File: src/rtl/awg_ctrl.sv
// awg_ctrl: decodes the host byte-stream command protocol into generator load/config outputs.
// Build option AWG_CTRL_CHKSUM_EN: LOAD ends with one XOR checksum byte over all sample bytes.
module awg_ctrl #(
    parameter int NBITS   = 12,
    parameter int PTBITS  = 10,
    parameter int TMO_CYC = 100000
) (
    input  logic              ck,
    input  logic              rst_n,
    input  logic [7:0]        rx_data,
    input  logic              rx_valid,
    output logic              rx_ready,
    output logic              awg_ld,
    output logic [PTBITS-1:0] awg_addr,
    output logic [NBITS-1:0]  awg_in,
    output logic [3:0]        awg_pre,
    output logic              awg_sel,
    output logic              busy,
    output logic              err
);
    localparam int TW = $clog2(TMO_CYC + 1);

    typedef enum logic [3:0] {
        IDLE, ARG1, ARG2, A_HI, A_LO, N_HI, N_LO, D_HI, D_LO, WR1, WR2, CHK, DONE
    } state_t;

    state_t            state_q, state_d;
    logic [1:0]        op_q, op_d;
    logic [7:0]        hi_q, hi_d;
    logic [PTBITS-1:0] nxt_addr_q, nxt_addr_d, wr_addr_q, wr_addr_d;
    logic [NBITS-1:0]  smp_q, smp_d, dir_q, dir_d;
    logic [15:0]       cnt_q, cnt_d;
    logic [3:0]        pre_q, pre_d;
    logic              sel_q, sel_d, err_q, err_d, rdy_en_q, rdy_en_d;
    logic [TW-1:0]     tmo_q, tmo_d;
    logic              coll, acc, tmo_run;
    logic [15:0]       pair;

    // Every state except the write strobe and DONE is waiting for a byte.
    always_comb begin
        case (state_q)
            WR1, WR2, DONE: coll = 1'b0;
            default:        coll = 1'b1;
        endcase
    end

    assign rx_ready = rdy_en_q & coll;
    assign acc      = rx_valid & rx_ready;
    assign pair     = {hi_q, rx_data};
    assign tmo_run  = coll && (state_q != IDLE) && !acc;
    assign rdy_en_d = 1'b1;

`ifdef AWG_CTRL_CHKSUM_EN
    logic [7:0] xor_q, xor_d;

    always_comb begin
        xor_d = xor_q;
        if (state_q == N_LO)
            xor_d = '0;
        else if (acc && (state_q == D_HI || state_q == D_LO))
            xor_d = xor_q ^ rx_data;
    end

    always_ff @(posedge ck or negedge rst_n) begin
        if (!rst_n) xor_q <= '0;
        else        xor_q <= xor_d;
    end
`endif

    always_comb begin
        state_d    = state_q;
        op_d       = op_q;
        hi_d       = hi_q;
        nxt_addr_d = nxt_addr_q;
        wr_addr_d  = wr_addr_q;
        smp_d      = smp_q;
        dir_d      = dir_q;
        cnt_d      = cnt_q;
        pre_d      = pre_q;
        sel_d      = sel_q;
        err_d      = err_q;
        tmo_d      = tmo_run ? tmo_q + 1'b1 : '0;
        case (state_q)
            IDLE: if (acc) begin
                err_d = 1'b0;
                op_d  = rx_data[1:0];
                case (rx_data)
                    8'h01, 8'h02, 8'h03: state_d = ARG1;
                    8'h04:               state_d = A_HI;
                    default:             err_d   = 1'b1;
                endcase
            end
            ARG1: if (acc) begin
                hi_d = rx_data;
                if (op_q == 2'd1) begin
                    pre_d   = rx_data[3:0];
                    state_d = IDLE;
                end else if (op_q == 2'd2) begin
                    sel_d   = rx_data[0];
                    state_d = IDLE;
                end else begin
                    state_d = ARG2;
                end
            end
            ARG2: if (acc) begin
                dir_d   = pair[NBITS-1:0];
                state_d = IDLE;
            end
            A_HI: if (acc) begin
                hi_d    = rx_data;
                state_d = A_LO;
            end
            A_LO: if (acc) begin
                nxt_addr_d = pair[PTBITS-1:0];
                state_d    = N_HI;
            end
            N_HI: if (acc) begin
                hi_d    = rx_data;
                state_d = N_LO;
            end
            N_LO: if (acc) begin
                cnt_d   = pair;
                state_d = (pair == 16'd0) ? DONE : D_HI;
            end
            D_HI: if (acc) begin
                hi_d    = rx_data;
                state_d = D_LO;
            end
            // Address and data are captured together so both stay frozen across WR1/WR2.
            D_LO: if (acc) begin
                smp_d      = pair[NBITS-1:0];
                wr_addr_d  = nxt_addr_q;
                nxt_addr_d = nxt_addr_q + 1'b1;
                cnt_d      = cnt_q - 16'd1;
                state_d    = WR1;
            end
            WR1: state_d = WR2;
            WR2: begin
                if (cnt_q != 16'd0)
                    state_d = D_HI;
                else
`ifdef AWG_CTRL_CHKSUM_EN
                    state_d = CHK;
`else
                    state_d = DONE;
`endif
            end
`ifdef AWG_CTRL_CHKSUM_EN
            CHK: if (acc) begin
                if (rx_data != xor_q) err_d = 1'b1;
                state_d = DONE;
            end
`endif
            default: state_d = IDLE;
        endcase
        if (tmo_run && tmo_q == TW'(TMO_CYC - 1)) begin
            err_d   = 1'b1;
            state_d = IDLE;
        end
    end

    always_ff @(posedge ck or negedge rst_n) begin
        if (!rst_n) begin
            state_q    <= IDLE;
            op_q       <= '0;
            hi_q       <= '0;
            nxt_addr_q <= '0;
            wr_addr_q  <= '0;
            smp_q      <= '0;
            dir_q      <= '0;
            cnt_q      <= '0;
            pre_q      <= '0;
            sel_q      <= 1'b0;
            err_q      <= 1'b0;
            rdy_en_q   <= 1'b0;
            tmo_q      <= '0;
        end else begin
            state_q    <= state_d;
            op_q       <= op_d;
            hi_q       <= hi_d;
            nxt_addr_q <= nxt_addr_d;
            wr_addr_q  <= wr_addr_d;
            smp_q      <= smp_d;
            dir_q      <= dir_d;
            cnt_q      <= cnt_d;
            pre_q      <= pre_d;
            sel_q      <= sel_d;
            err_q      <= err_d;
            rdy_en_q   <= rdy_en_d;
            tmo_q      <= tmo_d;
        end
    end

    assign awg_ld   = (state_q == WR1) || (state_q == WR2);
    assign awg_addr = wr_addr_q;
    assign awg_in   = awg_ld ? smp_q : dir_q;
    assign awg_pre  = pre_q;
    assign awg_sel  = sel_q;
    assign busy     = (state_q != IDLE);
    assign err      = err_q;
endmodule
File: config.mk
export PLATFORM = sky130hd
export DESIGN_NAME = awg_ctrl
export DESIGN_NICKNAME = d
export VERILOG_FILES = /design/src/rtl/awg_ctrl.sv
export SDC_FILE = /design/constraint.sdc
export NUM_CORES = 1
export LEC_CHECK = 0
export BUFFER_PORTS_ARGS = -buffer_cell sky130_fd_sc_hd__buf_2
export CAP_MARGIN = 20
export CORE_MARGIN = 1.5
export CORE_UTILIZATION = 31
export CTS_BUF_LIST = sky130_fd_sc_hd__clkbuf_8
export DETAILED_ROUTE_END_ITERATION = 16
export SYNTH_ARGS = -nofsm -noshare
export SYNTH_HDL_FRONTEND = slang
export SYNTH_SLANG_ARGS = --single-unit
File: constraint.sdc
create_clock -name ck -period 2.9 [get_ports ck]
set_input_delay 0.58 -clock ck [delete_from_list [all_inputs] [get_ports ck]]
set_output_delay 0.58 -clock ck [all_outputs]
set_load 0.01 [all_outputs]
### Word-level counts from Yosys, hierarchy flattened

Cells that the tools add are included.

* ROM bits: 0
* logic and storage cells: 106
* output and inout port bits: 31
* register bits after elaboration: 98
* memory bits (writable): 0
* memories: 0
* bits in latches: 0

* mux-type cells: 29
* reductions and logical operators: 27
* add/subtract/negate cells: 3
* bitwise logic cells: 3
* $mul: 0
* shift operators: 0
* divide/modulo/power cells: 0
* order comparisons: 0
* eq/ne operators: 31

Operator list (count)
* $mux W4: 12
* $pmux W4 S11: 1
* $mux W16: 2
* $pmux W16 S2: 1
* $ne A3 B3 Y1 const B: 9
* $mux W10: 2
* $pmux W10 S2: 1
* $add A17 B1 Y17 const B: 1
* $eq A17 B17 Y1 const B: 1
* $mux W17: 1
* $eq A4 B3 Y1 const B: 4
* $eq A4 B4 Y1 const B: 4
* $eq A8 B2 Y1 const B: 2
* $logic_not A16 Y1: 1
* $reduce_bool A16 Y1: 1
* $sub A16 B1 Y16 const B: 1
* $mux W12: 1
* $add A10 B1 Y10 const B: 1
* $reduce_and A10 Y1: 1
* $reduce_and A2 Y1: 5
* $reduce_and A3 Y1: 3
* $eq A4 B2 Y1 const B: 2
* $eq A8 B1 Y1 const B: 1
* $eq A8 B3 Y1 const B: 1
* 19 further kinds: 34

### Depth between registers and ports, before layout

* depth in word-level cells: 10
* mapped depth: 7
* depth with buffers taken out: 7

### Least setup slack after synthesis

Ideal clock, no wire load.

* path type: register to output
* start point: register state_q[1]
* end point: output awg_in[10]
* stages on the path, launching flop included: 6
* required time: 2.320 ns
* setup slack: 0.617 ns
* arrival time: 1.703 ns
* cells stage by stage: dfrtp_1 clkbuf_1 nor2_1 o21ai_0 buf_2 mux2_2

* word-level cells in the longest chain between the ends: 3
* elaborated cells between the ends (all ways): 4
* those cells by class: 2 x eq/ne; 1 x mux; 1 x reduce/logical

Ends and longest elaborated chain
* start, declared: RTL line 27 `state_t state_q, state_d;`
* start signal, assigned: RTL line 178 `state_q <= state_d;`
* $eq A4 B4 Y1: RTL line 194 `assign awg_ld = (state_q == WR1) || (state_q == WR2);`
* $logic_or A1 B1 Y1 (*): RTL line 194
* $mux W12 (*): RTL line 196 `assign awg_in = awg_ld ? smp_q : dir_q;`
* end, declared: RTL line 15 `output logic [NBITS-1:0] awg_in,`

Mark *: on every way between the ends. The rest lies on a longest branch, timed or not.

### Final worst setup path

Same ends and word-level chain as after synthesis.

==> qor.yml <==
grt:
  overflow: 0
  grt_pass1_wl_microns: 19350
  grt_usage_pct: 14.66
  use_met1_pct: 20.09
  grt_pass1_vias: 3797
  met3_usage_pct: 2.624
  grt_max_degree: 51
  grt.met2_usage_pct: 23.12
  antenna_found_initial: 0
  busiest_layer: "met2"
cells_and_area:
  drive_gt1_share_pct: 26.47
  areaGrowthSynthToFinish_pct: 13.39
  multiInputGateArea_sq_mm: 0.002361
  finalNetCount: 541
  antenna_cells: 0
  nFillCells: 1582
  regArea_sq_mm: 0.002454
cts:
  cts-hold-fix-buffers: 0
  cts_buffers: 9
  clockBufferDepth: 2
  cts.sinks: 98
  h-tree-depth: 3
  cts-root-buf: "clkbuf_8"
  clkTransAtPathRegs_ps: 100
  worstSkewPairLatency_ps: 380
  cts_tree: "built"
worst_setup_path:
  cp-start-kind: "flop"
  slowest_stage: "dfrtp_1"
  cp-end-kind: "primary output"
  crit_type: "flop to primary output"
  slowest_delay_ps: 660
  reg2reg_slack_ps: 610
  required_ps: 2320
  path_cells: "nor2b_1, o21ai_1, buf_4, mux2_2, buf_2"
  cp_max_fo: 15
  cp.arrival_ps: 2180
timing:
  final.min_clock_period_ps: 2756
  maxSlewViolCount: 0
  fmax_mhz: 362.8
  fin_skew_ps: 11.80
  rsz0062_at_grt: "false"
  worstMarginPinSlew_ps: 682.9
  min_period_over_period_pct: 95.04
  hold_slack_ps: 228.9
  finalSetupViolations: 0
  finalHoldViolCount: 0
  final.setup.tns_ps: 0
  max_slew_margin_pct: 53.83
pwr:
  p_per_area_mw_per_mm2: 529.1
  total_power_mw: 2.993
  peakVddDrop_mv: 0.2993
  p_leak_nw: 2.568
route:
  antenna_left: 0
  drt_iter0_drc: 260
  routed_wl_microns: 11410
  vias_per_cell: 5.117
  routedWlPerCell_microns: 15.31
  num_vias: 3812
  drc: 0
  dr.pass1.iters: 4
logic_synthesis:
  synth_mux_area_share_pct: 13.77
  async_flop_share_pct: 100.0
  netlist_instances: 489
  synth_top_cell_area_share_pct: 49.16
  synth-seq-area-share_pct: 49.16
  synth_warnings: 0
  synth_area_sq_mm: 0.004989
  synth_fa_ha_area_share_pct: 1.505
  synth-seq-cells: 98
  yosysTopAreaCell: "dfrtp_1"
  synthesis.nets: 506
  synth-edff-count: 0
  synth_top_family_by_area: "simple AND/OR/NAND/NOR gates"
  yosys-top-cells-area: "dfrtp_1, mux2_2, o21ai_0, nor2_1, nand2_1"
  avgSynthCellArea_sq_um: 10.20
  synth_simple_gate_area_share_pct: 15.55
  synth_compound_area_share_pct: 13.62
  synthXorXnorAreaFrac_pct: 2.634
  netlist-cell-type-count: 53
  synth.most_common_cell: "dfrtp_1"
  ys.flop_type: "dfrtp_1"
  synth_common_cells: "dfrtp_1, mux2_2, nor2_1"
floorplanning:
  initial_utilization_pct: 31.52
  dieArea_sq_mm: 0.01686
  core_area_sq_mm: 0.01583
  die_height_microns: 129.9
  core.rowCount: 46
  die-width_microns: 129.9
  pin_count: 42
job:
  drv_cap: 0
outcome:
  outcome: "finished clean"
placement:
  routabilityCongestion: 0.8515
  portBuffers: 41
  hpwl_microns: 7875
worst_hold_path:
  hp-class: "input pin to asynchronous set/reset pin"
-- metal layers --
metal | part of all wire [%] | up-vias
met1 | 46 | 1895
met2 | 47 | 76
met3 | 4.8 | 17
met4 | 1.6 | 0
li1 | - | 1824
met5 | 0 | -
-- layout make-up --
| class | count | share of cell area (%) |
|---|---|---|
| sequential | 98 | 43.38 |
| multi-input combinational | 346 | 41.74 |
| timing repair buffer | 51 | 5.220 |
| tap | 216 | 4.778 |
| clock buffer | 10 | 2.433 |
| clock inverter | 6 | 1.261 |
| inverter | 18 | 1.194 |
-- cell families (layout without fill, tap and decap cells) --
group,count (synthesis),after routing
AND/OR/NAND/NOR,155,155
buffers and inverters,45,85
multiplexers,61,61
flip-flops,98,98
other,1,1
XOR/XNOR,15,15
AO/OA/AOI/OAI,108,108
adder cells (fa/ha/maj),6,6
-- layout by cell type (no fill, tap or decap), drive strengths merged, types with 4 or more instances in the layout --
cell,count
a31o,4
nor3,8
nor2,43
nand4,4
nand3,20
mux2,61
o211ai,4
xnor2,6
nor4,8
inv,21
nand2,36
or4,6
nor4b,4
clkbuf,10
dfrtp,98
a21oi,26
o21ai,35
a31oi,7
xor2,9
and3,6
a22oi,6
ha,6
buf,51
o22ai,4
-- worst paths after layout --
| check | end | startpoint | cells after the start |
|---|---|---|---|
| worst max-delay path | awg_in[10] | state_q[1] | 5 |
| worst min-delay path | dir_q[3] | rst_n | 1 |
| worst max register to register | state_q[1] | cnt_q[9] | 5 |
| worst min register to register | tmo_q[0] | tmo_q[0] | 1 |
| max in group asynchronous | tmo_q[14] | rst_n | 2 |
| min in group ck | tmo_q[0] | tmo_q[0] | 1 |
-- what timing repair did --
| item | in CTS | in global routing |
|---|---|---|
| buffers inserted | 0 | 0 |
| resized for setup | 0 | 1 |
| setup endpoints to repair | 0 | 12 |
-- power by group --
| part | switching, mW | internal (mW) |
|---|---|---|
| clock network | 0.507 | 0.433 |
| logic | 0.239 | 0.211 |
| registers | 0.125 | 1.48 |
-- critical path, delay by kind of cell (launching register included) --
| kind | cells | cell delay (ps) |
|---|---|---|
| and+or+nand+nor | 1 | 400 |
| buffers and inverters | 2 | 350 |
| AOI/OAI and AO/OA | 1 | 100 |
| DFF | 1 | 660 |
| muxes | 1 | 290 |
-- flip-flops by register name (all words and copies together) (netlist names) --
name	count
tmo_q	17
cnt_q	16
dir_q	12
smp_q	12
awg_addr	10
nxt_addr_q	10
hi_q	8
awg_pre	4
state_q	4
op_q	2
awg_sel	1
err	1
rdy_en_q	1
-- through the flow --
step | area [sq um] | std cells | worst slack, ps | util, %
after detailed placement | 5446 | 729 | 427.2 | 34.41
final | 5657 | 745 | 143.8 | 35.74
after global placement | 5446 | 729 | 438.4 | 34.41
after CTS | 5655 | 745 | 94.44 | 35.73
after floorplan | 4989 | 489 | 617.4 | -
after global routing | 5657 | 745 | 11.43 | 35.74
Note: power is estimated with default switching activity, not from simulation.
